`src/rtl/operand_fetch_stage.sv`:
```
// ---------------------------------------------------------------------------
// operand_fetch_stage
//
// Sits directly behind the register file. Drives the file's read selects
// from the decoded instruction, resolves operands (zero register, same-cycle
// write-back bypass, immediate), and captures them into a registered output
// latch for the execute stage. A busy scoreboard tracks registers with an
// outstanding write and stalls read-after-write and write-after-write hazards.
//
// Ports
//   in_clk, in_rst            clock, asynchronous active-high reset
//   in_valid / out_ready      upstream handshake (decoded instruction)
//   in_ra, in_rb, in_rd       source / destination register indices
//   in_wr_en                  instruction writes in_rd
//   in_imm, in_use_imm        immediate replaces operand B when selected
//   out_SA, out_SB            register-file read selects (combinational)
//   in_PA, in_PB              register-file read data
//   in_wb_SC/PC/RFL           write-back index / data / enable (file port C)
//   in_flush                  kill the instruction held in the output latch
//   out_valid / in_ready      downstream handshake
//   out_A, out_B, out_rd, out_wr_en   latched instruction for execute
// ---------------------------------------------------------------------------
module operand_fetch_stage #(
   parameter int DATA_W = 32,
   parameter int REG_N  = 32,
   localparam int IDX_W = $clog2(REG_N)
) (
   input  logic              in_clk,
   input  logic              in_rst,
   input  logic              in_valid,
   output logic              out_ready,
   input  logic [IDX_W-1:0]  in_ra,
   input  logic [IDX_W-1:0]  in_rb,
   input  logic [IDX_W-1:0]  in_rd,
   input  logic              in_wr_en,
   input  logic [DATA_W-1:0] in_imm,
   input  logic              in_use_imm,
   output logic [IDX_W-1:0]  out_SA,
   output logic [IDX_W-1:0]  out_SB,
   input  logic [DATA_W-1:0] in_PA,
   input  logic [DATA_W-1:0] in_PB,
   input  logic [IDX_W-1:0]  in_wb_SC,
   input  logic [DATA_W-1:0] in_wb_PC,
   input  logic              in_wb_RFL,
   input  logic              in_flush,
   output logic              out_valid,
   input  logic              in_ready,
   output logic [DATA_W-1:0] out_A,
   output logic [DATA_W-1:0] out_B,
   output logic [IDX_W-1:0]  out_rd,
   output logic              out_wr_en
);

   // Resolve one register operand: r0 reads as zero, and a write-back
   // landing on the same register this cycle is forwarded because the
   // file only commits it at the coming edge.
   function automatic logic [DATA_W-1:0] resolve_operand(
      input logic [IDX_W-1:0]  idx,
      input logic [DATA_W-1:0] file_data,
      input logic              wb_en,
      input logic [IDX_W-1:0]  wb_idx,
      input logic [DATA_W-1:0] wb_data
   );
      if (idx == '0)
         return '0;
      else if (wb_en && (wb_idx == idx))
         return wb_data;
      else
         return file_data;
   endfunction

   logic [REG_N-1:0]  busy;
   logic [REG_N-1:0]  busy_eff;
   logic [REG_N-1:0]  busy_next;
   logic [DATA_W-1:0] op_a_p0;
   logic [DATA_W-1:0] op_b_p0;
   logic              hazard;
   logic              capture;

   assign out_SA = in_ra;
   assign out_SB = in_rb;

   assign op_a_p0 = resolve_operand(in_ra, in_PA, in_wb_RFL, in_wb_SC, in_wb_PC);
   assign op_b_p0 = in_use_imm ? in_imm
                  : resolve_operand(in_rb, in_PB, in_wb_RFL, in_wb_SC, in_wb_PC);

   // A write-back retiring this cycle releases its register immediately,
   // so a dependent instruction captures with bypassed data and no bubble.
   always_comb begin
      busy_eff = busy;
      if (in_wb_RFL)
         busy_eff[in_wb_SC] = 1'b0;
   end

   always_comb begin
      hazard = 1'b0;
      if (busy_eff[in_ra] && (in_ra != '0))
         hazard = 1'b1;
      if (!in_use_imm && busy_eff[in_rb] && (in_rb != '0))
         hazard = 1'b1;
      if (in_wr_en && busy_eff[in_rd] && (in_rd != '0))
         hazard = 1'b1;
   end

   assign out_ready = !hazard && !in_flush && (!out_valid || in_ready);
   assign capture   = in_valid && out_ready;

   // Clears are applied first so that a capture setting the same bit wins.
   always_comb begin
      busy_next = busy;
      if (in_wb_RFL)
         busy_next[in_wb_SC] = 1'b0;
      if (in_flush && out_valid && out_wr_en && (out_rd != '0))
         busy_next[out_rd] = 1'b0;
      if (capture && in_wr_en && (in_rd != '0))
         busy_next[in_rd] = 1'b1;
      busy_next[0] = 1'b0;
   end

   // ---- stage boundary: operand latch presented to execute ----
   always_ff @(posedge in_clk or posedge in_rst) begin
      if (in_rst) begin
         out_valid <= 1'b0;
         busy      <= '0;
      end else begin
         busy <= busy_next;
         if (in_flush)
            out_valid <= 1'b0;
         else if (capture)
            out_valid <= 1'b1;
         else if (in_ready)
            out_valid <= 1'b0;
      end
   end

   always_ff @(posedge in_clk or posedge in_rst) begin
      if (in_rst) begin
         out_A     <= '0;
         out_B     <= '0;
         out_rd    <= '0;
         out_wr_en <= 1'b0;
      end else if (capture) begin
         out_A     <= op_a_p0;
         out_B     <= op_b_p0;
         out_rd    <= in_rd;
         out_wr_en <= in_wr_en;
      end
   end

endmodule

```
`config.mk`:
```
export PLATFORM = sky130hd
export DESIGN_NAME = operand_fetch_stage
export DESIGN_NICKNAME = d
export VERILOG_FILES = /design/src/rtl/operand_fetch_stage.sv
export SDC_FILE = /design/constraint.sdc
export NUM_CORES = 1
export LEC_CHECK = 0
export ABC_AREA = 1
export BUFFER_PORTS_ARGS = -buffer_cell sky130_fd_sc_hd__buf_2
export CORE_ASPECT_RATIO = 1.2
export CORE_MARGIN = 5
export CORE_UTILIZATION = 38
export CTS_BUF_LIST = sky130_fd_sc_hd__clkbuf_16
export DETAILED_ROUTE_END_ITERATION = 8
export PLACE_DENSITY = 0.68
export SLEW_MARGIN = 0
export SYNTH_ARGS = -nofsm -noshare
export SYNTH_HDL_FRONTEND = slang
export SYNTH_SLANG_ARGS = --single-unit
```
`constraint.sdc`:
```
create_clock -name in_clk -period 3.26 [get_ports in_clk]
set_input_delay 0.326 -clock in_clk [delete_from_list [all_inputs] [get_ports in_clk]]
set_output_delay 0.326 -clock in_clk [all_outputs]
set_load 0.02 [all_outputs]
```
==> reports/metrics.yaml <==
pwr:
  irDropWorstVdd_mv: 0.238
  powerDensity_mw_per_mm2: 503
  p_leak_nw: 4.82
  power.total_w: 0.00431
route:
  first_pass_iters: 6
  first_iter_violations: 619
  wl_per_cell_um: 16.8
  drtAntennaViolNets: 0
  remaining_drc_errors: 0
  vias: 7787
  vias_per_cell: 5.12
  routed_wl_um: 25600
place:
  gp_congestion: 1.00
  portBuffers: 237
  dp_hpwl_um: 20000
logic_synthesis:
  syn_avg_cell_area_um2: 6.41
  synth_area_mm2: 0.00698
  synth_fp_nets: 1244
  synth.distinct_cells: 26
  synth-seq-cells: 102
  yosys_warnings: 0
  ys_seq_area_share_pct: 36.6
  syn_inst: 1088
finish:
  syn_to_final_growth_pct: 22.9
  layout-drive-gt1-share_pct: 21.8
  antenna_cells: 0
  fin_nets: 1447
global_routing:
  overflow: 0
  grt_pass1_vias: 7493
  grt_max_degree: 84
  track_usage_pct: 23.4
  grt_pass1_wl_um: 39200
  antenna_found_initial: 1
clocking:
  cts_resized: 0
  cts_max_level: 3
  clkLatencyLatePin_ps: 340
  cts_buffer_depth: 2
  post-cts-setup-buffers: 0
  path_clk_slew_ps: 70
  cts_made_buffers: 9
  cts.sink_count: 102
  cts_tree: "done"
  hold_buffers: 0
  root_buffer: "clkbuf_16"
critical_path:
  start_kind: "input pin"
  cp.required_ps: 2930
  end_kind: "output pin"
  slowest_delay_ps: 580
  r2r_slack_ps: 1140
  cp.arrival_ps: 2620
  crit_top_cell: "nand2_1"
  cp_max_fo: 12
  slowest_stage: "nor2_1"
  critical_path_class: "in2out"
  path_cells: "buf_2 > clkinv_1 > nor2_1 > inv_1 > nor2_1 > nor2_1 > nand2_1 > nand3_1 > nand2_1 > nand2_1 > nand2_1 > nor2_2 > and2_1 > buf_2"
timing:
  maxSlewHeadroom_pct: 47.3
  finalCriticalPeriod_ps: 2950
  final_max_slew_viol_count: 0
  setup_viol: 0
  period_share_pct: 90.4
  finalHoldViolations: 0
  fmax_mhz: 339
  grt_setup_unrepaired: "false"
  finalSetupTns_ps: 0
  tightest_slew_ps: 785
  finalClockSkew_ps: 7.44
floorplanning:
  io-pin-count: 238
  core_area_mm2: 0.0181
  fp.dieW_um: 134
  die_h_um: 158
  start_util_pct: 38.5
  num_rows: 54
  die_area_mm2: 0.0212
flow_run:
  maxCapViolCount: 0
run_status:
  status: "finished clean"
hold_path:
  hold_class: "in2async"
## cell type report
cell class	count	area (um2)
Clock buffer	9	225
Clock inverter	7	66.3
Fill cell	1951	9530
Inverter	126	475
Multi-Input combinational cell	797	3620
Sequential cell	102	2550
Tap cell	224	280
Timing Repair Buffer	255	1360
## final timing paths
kind / start / end / cells past startpoint
worst max register to register: busy[31] / out_A[3] / 13
worst min register to register: out_A[8] / out_A[8] / 2
min in group in_clk: in_flush / out_valid / 2
worst min-delay path: in_rst / out_A[3] / 2
max in group asynchronous: in_rst / out_B[25] / 3
worst max-delay path: in_ra[0] / out_ready / 14
## stage by stage
step                cell area, um2  setup WS, ps  hold WS (ps)  util, %  std cells
finish                        8580           313           114     47.4       1520
global route                  8580           202           163     47.4       1520
CTS                           8580           407           138     47.4       1520
detailed placement            8280           368           467     45.8       1504
global placement              8280           274           461     45.8       1504
floorplan                     6980           259           433        -       1088
## report_power, final
part           switching, W  internal [W]
sequential         0.000187       0.00154
clock              0.000477      0.000592
combinational       0.00101      0.000502
total               0.00167       0.00264
## worst max-delay path: cells and delay by family
kind,cells,cell delay (ps)
buf+inv,4,910
simple gates,10,1370
## synthesized netlist by cell type
cell type | number | area [um2]
nand2_1 | 378 | 1420
inv_1 | 120 | 450
nor2_1 | 106 | 398
dfrtp_1 | 102 | 2550
o21ai_0 | 85 | 425
nand3_1 | 57 | 285
a21oi_1 | 38 | 190
clkbuf_1 | 34 | 128
o21ai_1 | 34 | 170
o211ai_1 | 32 | 240
o21bai_1 | 32 | 240
nor3_1 | 14 | 70.1
buf_4 | 11 | 82.6
buf_2 | 9 | 45.0
buf_6 | 9 | 101
inv_2 | 5 | 18.8
a221oi_1 | 4 | 35.0
and2_1 | 3 | 18.8
nor2_2 | 3 | 18.8
o22ai_1 | 3 | 18.8
a41oi_1 | 2 | 17.5
nand3_2 | 2 | 20.0
nand4_1 | 2 | 12.5
a31o_2 | 1 | 8.76
clkinv_1 | 1 | 3.75
o41ai_1 | 1 | 8.76
## cells by family after synthesis
kind of cell / after synthesis / synth area share, %
flops: 102 / 36.6
simple gates: 565 / 32.1
compound gates: 232 / 19.4
buf+inv: 189 / 11.9
## layout by cell type (no fill, tap or decap), types with 2 or more instances in the layout
cell type,Yosys,layout
o21bai_1,32,32
a41oi_1,2,2
buf_2,9,237
buf_12,0,3
clkbuf_16,0,9
inv_1,120,121
nand4_1,2,2
clkinvlp_4,0,2
nor2_2,3,3
nand2_1,378,378
o21ai_0,85,85
inv_2,5,5
a221oi_1,4,4
buf_4,11,15
a21oi_1,38,38
o22ai_1,3,3
and2_1,3,3
dfrtp_1,102,102
nand3_1,57,56
nand3_2,2,2
o211ai_1,32,32
o21ai_1,34,34
nor3_1,14,14
nor2_1,106,106
## flip-flops by register name (all words and copies together) (netlist names)
| name | count |
|---|---|
| out_valid | 1 |
| out_A | 32 |
| busy | 31 |
| out_B | 32 |
| out_wr_en | 1 |
| out_rd | 5 |
## routing by layer
metal  part of all wire, %  vias to the layer above  global-route usage, %
met3                   8.5                       65                   4.17
met2                    48                      381                   41.2
met1                    40                     3470                   28.5
li1                      -                     3869                      -
met4                   3.4                        2                   8.92
met5                 0.051                        -                      0
(Power assumes the default switching activity.)
